[src/rtl/prng_pkg.sv]
// ---------------------------------------------------------------------------
// prng_pkg
// Shared definitions for the PRNG display path:
//   disp_state_t : display sequencer states (IDLE, SHOW_HI, SHOW_LO)
//   HEX_SEG7     : hex digit -> active-high segment code, bit 0 = a .. bit 6 = g
//   SEG_BLANK    : all segments off
// ---------------------------------------------------------------------------
package prng_pkg;

    typedef enum logic [1:0] {
        IDLE    = 2'd0,
        SHOW_HI = 2'd1,
        SHOW_LO = 2'd2
    } disp_state_t;

    localparam logic [6:0] SEG_BLANK = 7'h00;

    // Index 0 is digit 0. Lower-case b and d keep them distinct from 8 and 0.
    localparam logic [6:0] HEX_SEG7 [16] = '{
        7'h3F, 7'h06, 7'h5B, 7'h4F,   // 0 1 2 3
        7'h66, 7'h6D, 7'h7D, 7'h07,   // 4 5 6 7
        7'h7F, 7'h6F, 7'h77, 7'h7C,   // 8 9 A b
        7'h39, 7'h5E, 7'h79, 7'h71    // C d E F
    };

endpackage : prng_pkg

[src/rtl/hex_to_seg7.sv]
// ---------------------------------------------------------------------------
// hex_to_seg7
// Purely combinational hex-digit to seven-segment decoder.
//   nibble : 4-bit hex digit
//   seg    : active-high segment code, seg[0] = a .. seg[6] = g
// ---------------------------------------------------------------------------
module hex_to_seg7
    import prng_pkg::*;
(
    input  logic [3:0] nibble,
    output logic [6:0] seg
);

    assign seg = HEX_SEG7[nibble];

endmodule : hex_to_seg7

[src/rtl/prng_seg_display.sv]
// ---------------------------------------------------------------------------
// prng_seg_display
// Takes one random byte at a time over valid/ready and shows it as two hex
// digits (high nibble with dp lit, then low nibble), each held TICK_CYCLES
// clocks. Back-pressures the source while a byte is on display.
//   clk       : system clock, rising edge
//   rst       : asynchronous active-high reset
//   rnd_data  : byte from the PRNG
//   rnd_valid : rnd_data valid
//   rnd_ready : byte accepted on this edge when rnd_valid is also high
//   freeze    : holds digit, timer and outputs; forces rnd_ready low
//   seg       : registered segment drive, active-high
//   dp        : registered, 1 while the high nibble is shown
//   busy      : registered, 1 while a byte is on display
// ---------------------------------------------------------------------------
module prng_seg_display
    import prng_pkg::*;
#(
    parameter int CLK_HZ  = 10_000_000,
    parameter int SHOW_HZ = 2
) (
    input  logic       clk,
    input  logic       rst,
    input  logic [7:0] rnd_data,
    input  logic       rnd_valid,
    output logic       rnd_ready,
    input  logic       freeze,
    output logic [6:0] seg,
    output logic       dp,
    output logic       busy
);

    localparam int TICK_CYCLES = CLK_HZ / SHOW_HZ;
    localparam int CNT_W       = (TICK_CYCLES > 1) ? $clog2(TICK_CYCLES) : 1;
    localparam logic [CNT_W-1:0] CNT_LAST = CNT_W'(TICK_CYCLES - 1);

    if (TICK_CYCLES < 2) begin : g_bad_tick
        $error("prng_seg_display: CLK_HZ / SHOW_HZ must be at least 2");
    end

    disp_state_t      state, state_next;
    logic [7:0]       byte_q, byte_next;
    logic [CNT_W-1:0] cnt, cnt_next;
    logic             tick_end;
    logic             transfer;
    logic [3:0]       nibble_next;
    logic [6:0]       digit_seg;
    logic [6:0]       seg_next;

    // Ready comes only from registered state, freeze and reset, never from
    // rnd_valid, so the source may legally wait for ready before raising valid.
    assign tick_end  = (cnt == CNT_LAST) && !freeze;
    assign rnd_ready = !rst && !freeze &&
                       ((state == IDLE) || ((state == SHOW_LO) && (cnt == CNT_LAST)));
    assign transfer  = rnd_valid && rnd_ready;

    always_comb begin
        // NOTE: every output of a combinational block gets a default first, so
        // no path leaves it unassigned and no latch is inferred.
        state_next = state;
        byte_next  = byte_q;

        unique case (state)
            IDLE: begin
                if (transfer) begin
                    state_next = SHOW_HI;
                    byte_next  = rnd_data;
                end
            end
            SHOW_HI: begin
                if (tick_end) state_next = SHOW_LO;
            end
            SHOW_LO: begin
                if (tick_end) begin
                    if (transfer) begin
                        state_next = SHOW_HI;
                        byte_next  = rnd_data;
                    end else begin
                        state_next = IDLE;
                    end
                end
            end
            default: state_next = IDLE;
        endcase
    end

    // Every state change enters a fresh digit, so the timer restarts there.
    always_comb begin
        cnt_next = cnt;
        if (state_next != state) begin
            cnt_next = '0;
        end else if ((state != IDLE) && !freeze) begin
            cnt_next = cnt + CNT_W'(1);
        end
    end

    // Decode the digit the next state will show, so seg/dp update on the same
    // edge as the state register.
    assign nibble_next = (state_next == SHOW_HI) ? byte_next[7:4] : byte_next[3:0];

    hex_to_seg7 u_hex_to_seg7 (
        .nibble (nibble_next),
        .seg    (digit_seg)
    );

    assign seg_next = (state_next == IDLE) ? SEG_BLANK : digit_seg;

    // NOTE: sequential state uses non-blocking assignments so every register
    // samples pre-edge values regardless of statement order.
    always_ff @(posedge clk or posedge rst) begin
        if (rst) begin
            state  <= IDLE;
            byte_q <= 8'h00;
            cnt    <= '0;
            seg    <= SEG_BLANK;
            dp     <= 1'b0;
            busy   <= 1'b0;
        end else begin
            state  <= state_next;
            byte_q <= byte_next;
            cnt    <= cnt_next;
            seg    <= seg_next;
            dp     <= (state_next == SHOW_HI);
            busy   <= (state_next != IDLE);
        end
    end

endmodule : prng_seg_display
[config.mk]
export PLATFORM = sky130hd
export DESIGN_NAME = prng_seg_display
export DESIGN_NICKNAME = d
export VERILOG_FILES = /design/src/rtl/prng_pkg.sv /design/src/rtl/hex_to_seg7.sv /design/src/rtl/prng_seg_display.sv
export SDC_FILE = /design/constraint.sdc
export NUM_CORES = 1
export LEC_CHECK = 0
export BUFFER_PORTS_ARGS = -buffer_cell sky130_fd_sc_hd__buf_2
export CORE_ASPECT_RATIO = 1.4
export CORE_UTILIZATION = 61
export CTS_CLUSTER_SIZE = 14
export DETAILED_ROUTE_END_ITERATION = 10
export PLACE_DENSITY = 0.82
export SYNTH_ARGS = -nofsm -noshare
export SYNTH_HDL_FRONTEND = slang
export SYNTH_SLANG_ARGS = --single-unit
[constraint.sdc]
create_clock -name clk -period 5 [get_ports clk]
set_input_delay 1.25 -clock clk [delete_from_list [all_inputs] [get_ports clk]]
set_output_delay 1.25 -clock clk [all_outputs]
set_load 0.05 [all_outputs]
# Word-level counts from Yosys, hierarchy flattened
# Memories as Yosys holds them, arrays and structs flattened.
# Index checks and enable logic that the tools add are counted.
[classes]
n_addsub = 1
mul = 0
div_mod_pow = 0
magnitude_cmp = 1
eq_ne = 5
shift = 0
muxes = 14
n_bitwise = 1
reduce_logical = 14
[op_table]
columns = ["operator", "n"]
rows = [
  ["$mux 23", 2],
  ["$add 23x1->23 const B", 1],
  ["$eq 23x23->1 const B", 1],
  ["$mux 7", 3],
  ["$mux 8", 2],
  ["$pmux 8 s2", 1],
  ["$logic_and 1x1->1", 6],
  ["$mux 2", 3],
  ["$pmux 2 s3", 1],
  ["$reduce_bool 2->1", 3],
  ["$ge 5x5->1 const B", 1],
  ["$not 4->5", 1],
  ["$eq 2x1->1 const B", 2],
  ["$logic_not 2->1", 2],
  ["$mux 4", 1],
  ["$eq 2x2->1 const B", 1],
  ["$logic_not 1->1", 2],
  ["$ne 2x2->1", 1],
  ["$logic_or 1x1->1", 1],
  ["$mux 1", 1],
]
[word_totals]
register_bits = 42
latchBits = 0
mem_bits_rw = 0
romBits = 112
in_bits = 12
out_inout_bits = 10
word_cells = 43
n_memories = 1
[memory_table]
columns = ["memory", "words", "width", "rd", "rd_clocked_by_memory_dff", "wr", "line", "rtl"]
rows = [
  ["(no name shown)", 16, 7, 1, 0, 0, "hex_to_seg7.sv:14", "assign seg = HEX_SEG7[nibble];"],
]

# Logic depth before layout (Yosys ltp)
[depth]
word_depth = 15
mapped_depth = 12
ltp_nobuf = 12

# Cells and area by module
# A second synthesis with hierarchy kept.
[unflattened]
cells_unflattened = 246
hier_area_um2 = 2448.6
[by_module_without_submodules]
columns = ["mod", "n_inst", "cells_each", "area_per_inst_um2", "seq_area_each_um2"]
rows = [
  ["prng_seg_display", 1, 213, 2158.3, 1051.0],
  ["hex_to_seg7", 1, 33, 290.3, 0.0],
]

# Least setup slack after synthesis
# OpenSTA, ideal clock, no wires.
[synth_path]
path_kind = "reg2out"
from = "register cnt[13]"
to = "output port rnd_ready"
t_arrival_ns = 3.162
required_time_ns = 3.750
slack_ns = 0.588
path_stages_with_launch = 6
path_buffers = 1
path_cell_list = "dfrtp_1 > or4b_1 > or4_1 > buf_2 > o21a_1 > nor4_1"
[synth_between]
elab_chain_len = 4
[synth_lines]
columns = ["element", "line", "rtl"]
rows = [
  ["start: declaration", "prng_seg_display.sv:43", "logic [CNT_W-1:0] cnt, cnt_next;"],
  ["start signal: assignment", "prng_seg_display.sv:121", "cnt <= cnt_next;"],
  ["$eq 23x23->1", "prng_seg_display.sv:54", "((state == IDLE) || ((state == SHOW_LO) && (cnt == CNT_LAST)));"],
  ["$logic_and 1x1->1", "prng_seg_display.sv:54", ""],
  ["$logic_or 1x1->1", "prng_seg_display.sv:54", ""],
  ["$logic_and 1x1->1", "prng_seg_display.sv:53", "assign rnd_ready = !rst && !freeze &&"],
  ["end: declaration", "prng_seg_display.sv:26", "output logic rnd_ready,"],
]
# No other way between the ends.

# Final worst setup path
[layout_path]
from = "register cnt[13]"
to = "register seg[3]"
[layout_between]
elab_chain_len = 15
elab_cells_between_ends = 22
classes_between = "2 x eq/ne; 12 x mux; 1 x bitwise; 6 x reduce/logical; 1 x memory"
[layout_lines]
columns = ["element", "line", "rtl"]
rows = [
  ["$eq 23x23->1 (*)", "prng_seg_display.sv:52, prng_seg_display.sv:54", ""],
  ["$logic_and 1x1->1", "prng_seg_display.sv:54", ""],
  ["$logic_or 1x1->1", "prng_seg_display.sv:54", ""],
  ["$logic_and 1x1->1", "prng_seg_display.sv:53", ""],
  ["$logic_and 1x1->1", "prng_seg_display.sv:55", "assign transfer = rnd_valid && rnd_ready;"],
  ["$mux 1", "prng_seg_display.sv:75", "if (transfer) begin"],
  ["$mux 2", "prng_seg_display.sv:74", "if (tick_end) begin"],
  ["$pmux 2 s3", "prng_seg_display.sv:63", "unique case (state)"],
  ["$eq 2x1->1", "prng_seg_display.sv:99", "assign nibble_next = (state_next == SHOW_HI) ? byte_next[7:4] : byte_next[3:0];"],
  ["$mux 4", "prng_seg_display.sv:99", ""],
  ["$not 4->5 (implied by the code)", "hex_to_seg7.sv:14", ""],
  ["$mem_v2 16x7", "n/a", ""],
  ["$mux 7 (implied by the code) (2 in a row)", "hex_to_seg7.sv:14", ""],
  ["$mux 7 (*)", "prng_seg_display.sv:106", "assign seg_next = (state_next == IDLE) ? SEG_BLANK : digit_seg;"],
  ["net seg_next[3]", "prng_seg_display.sv:48", "logic [6:0] seg_next;"],
  ["end signal: assignment", "prng_seg_display.sv:122", "seg <= seg_next;"],
  ["end: declaration", "prng_seg_display.sv:28", "output logic [6:0] seg,"],
]
# The timed path passes the listed nets; every way through them passes the cells marked *. The select of a mux whose other input is x is not followed.
# A chain may end at the register's enable or synchronous reset.

==> flow_metrics.py <==
metrics = {
    "detailed_routing": {
        "antenna_left": 0,
        "firstDrtPassIters": 4,
        "drt_wl_total_um": 4280,
        "wire_per_inst_um": 14.5,
        "remaining_drc_errors": 0,
        "vias": 1698,
        "viasPerCell": 5.76,
        "drtIter0Drc": 46,
    },
    "timing": {
        "fin_crit_sh": 0.777,
        "setup_tns_ns": 0,
        "min_period_ns": 3.89,
        "slew_headroom": 0.626,
        "slew_violations": 0,
        "hold_violations": 0,
        "rsz0062_at_grt": "no",
        "worstMarginPinSlew_ns": 0.556,
        "max_freq_ghz": 0.257,
        "skew_ns": 0.0112,
        "setup_viol": 0,
    },
    "die": {
        "die_y_um": 73.7,
        "core_area_mm2": 0.00344,
        "dieArea_mm2": 0.00393,
        "start_util": 0.652,
        "num_io_pins": 22,
        "dieWidth_um": 53.2,
        "row_count": 25,
    },
    "placed_design": {
        "dp.cells": 287,
        "place_hpwl_um": 3220,
        "port_buffers": 21,
        "routabilityCongestion": 0.892,
        "post_dp_cell_area_mm2": 0.00237,
    },
    "worst_setup_path": {
        "crit_path_end_kind": "flop",
        "r2r-start": "cnt[13]",
        "reg2reg_slack_ns": 1.11,
        "cp.required_ns": 5.19,
        "r2r-end": "seg[3]",
        "start_kind": "flop",
        "worstSetupStartpoint": "cnt[13]",
        "worstRegToRegCells": 10,
        "cp-endpoint": "seg[3]",
        "worstPathMaxFanout": 8,
        "cp.arrival_ns": 4.08,
        "critPathKind": "reg2reg",
    },
    "synth": {
        "netlist_area_mm2": 0.00224,
        "synth_top_area_frac": 0.469,
        "synthCells": 231,
        "synth-seq-cells": 42,
        "yosys-top-cells-area": "dfrtp_1, xor2_1, nor2_1, ha_1, mux2i_1",
        "yosysWarnings": 0,
        "synth_nets": 250,
        "synth_seq_area_share": 0.469,
        "synth_top_cell_by_area": "dfrtp_1",
        "ys_types": 44,
        "syn_avg_cell_area_um2": 9.71,
    },
    "hold_path": {
        "min_from": "byte_q[5]",
        "hold_path.class": "reg2reg",
        "whs_path_depth": 2,
    },
    "cts": {
        "clockBufferDepth": 2,
        "cts_setup_buffers": 0,
        "root_buffer": "clkbuf_8",
        "insertion_delay_ns": 0.30,
        "postCtsHoldBufs": 0,
        "cts_num_sinks": 42,
        "cts_buffers": 5,
        "cts_tree": "done",
        "path_clk_slew_ns": 0.08,
        "ctsResizeCount": 0,
        "htreeDepth": 2,
    },
    "finish": {
        "area.growth.synth_to_final_pct": 10.4,
        "seq_area_mm2": 0.00105,
        "final_util": 0.720,
        "nFillCells": 266,
        "diodes": 0,
        "fin_nets": 273,
        "multi_input_area_mm2": 0.00108,
        "stdcell_count": 295,
        "fin_area_mm2": 0.00248,
        "drive_above_1_share": 0.149,
    },
    "global_route": {
        "antenna_found_initial": 0,
        "overflow": 0,
        "grt_max_degree": 43,
        "grt_pass1_wl_um": 7320,
        "grt_pass1_vias": 1722,
        "track_usage": 0.258,
    },
    "pwr": {
        "powerDensity_mw_per_mm2": 499,
        "finalPower_mw": 1.24,
        "vdd_ir_drop_max_mv": 0.449,
        "p_leak_nw": 1.15,
    },
    "status": {
        "status": "finished, final reports clean",
    },
    "job": {
        "maxCapViolations": 0,
    },
}
-- report_power, final --
group | switching (mW) | internal (mW) | leakage (nW)
logic | 0.333 | 0.174 | 0.569
registers | 0.0461 | 0.423 | 0.531
clock network | 0.109 | 0.149 | 0.0524
total | 0.488 | 0.747 | 1.15
-- placed cells by master, fill, tap and decap left out, drive strengths merged, types with 2 or more instances in the layout --
cell / n
and3: 2
or2: 2
or3: 2
nand2: 21
xnor2: 8
mux2: 3
o21a: 2
nor3: 7
clkbuf: 7
dfrtp: 42
o211ai: 2
xor2: 13
ha: 7
mux2i: 8
and2: 2
a21oi: 6
a31oi: 3
a221oi: 3
nand4: 9
o21ai: 12
inv: 17
nand3: 7
nor4: 2
nor2: 30
buf: 23
o31ai: 2
-- registers in the layout (all words and copies together) (netlist names) --
name / count
state: 2
dp: 1
cnt: 23
busy: 1
byte_q: 8
seg: 7
-- stage by stage --
step           hold slack [ns]  setup WS, ns
2_1_floorplan            0.445         0.588
3_3_place_gp             0.481          1.17
3_5_place_dp             0.487          1.11
4_1_cts                  0.506          1.10
5_1_grt                  0.538         0.822
6_report                 0.500          1.11
-- layout make-up --
type | count | share of cell area
timing repair buffer | 23 | 0.0485
clock inverter | 1 | 0.0121
sequential | 42 | 0.424
tap | 40 | 0.0202
multi-input combinational | 165 | 0.438
clock buffer | 7 | 0.0308
inverter | 17 | 0.0258
-- synth_stat cells, drive strengths merged --
master	count
dfrtp	42
nor2	30
nand2	21
inv	17
xor2	13
o21ai	12
nand4	9
mux2i	8
xnor2	8
ha	7
nand3	7
nor3	7
a21oi	6
clkbuf	4
a221oi	3
a31oi	3
buf	3
mux2	3
and2	2
and3	2
nor4	2
o211ai	2
o21a	2
o31ai	2
or2	2
or3	2
and2b	1
maj3	1
nand2b	1
nor3b	1
nor4b	1
nor4bb	1
o2111ai	1
o211a	1
o31a	1
o41ai	1
or4	1
or4b	1
-- critical path: stages, from the launching register on --
cell	delay [ns]
dfrtp_1	0.43
or4b_1	0.52
or4_1	0.59
o41ai_1	0.52
or2_1	0.40
mux2i_1	0.53
inv_1	0.16
ha_1	0.25
nor2_1	0.11
a21oi_1	0.05
o31ai_1	0.23
-- worst min-delay path by stage --
stage / slack [ns] / to
floorplan: 0.45 / byte_q[0]
global placement: 0.48 / byte_q[1]
detailed placement: 0.49 / byte_q[5]
CTS: 0.51 / byte_q[5]
global route: 0.54 / byte_q[5]
finish: 0.50 / byte_q[5]
-- per-layer routing --
layer,up-vias,global-route usage,wire (um)
met2,23,0.471,2380
li1,841,-,-
met1,824,0.277,1710
met5,-,0,0
met4,0,0.117,106
met3,10,0.0476,85
-- logic make-up (layout without fill, tap and decap cells) --
kind of cell	after synthesis	in the layout	share of synthesized area
and+or+nand+nor	91	91	0.195
DFF	42	42	0.469
AOI/OAI and AO/OA	34	34	0.112
buffers and inverters	24	48	0.0474
xor gates and xnor gates	21	21	0.0820
muxes	11	11	0.0508
adders and majority gates	8	8	0.0435
Power figures use the tool's default switching activity.
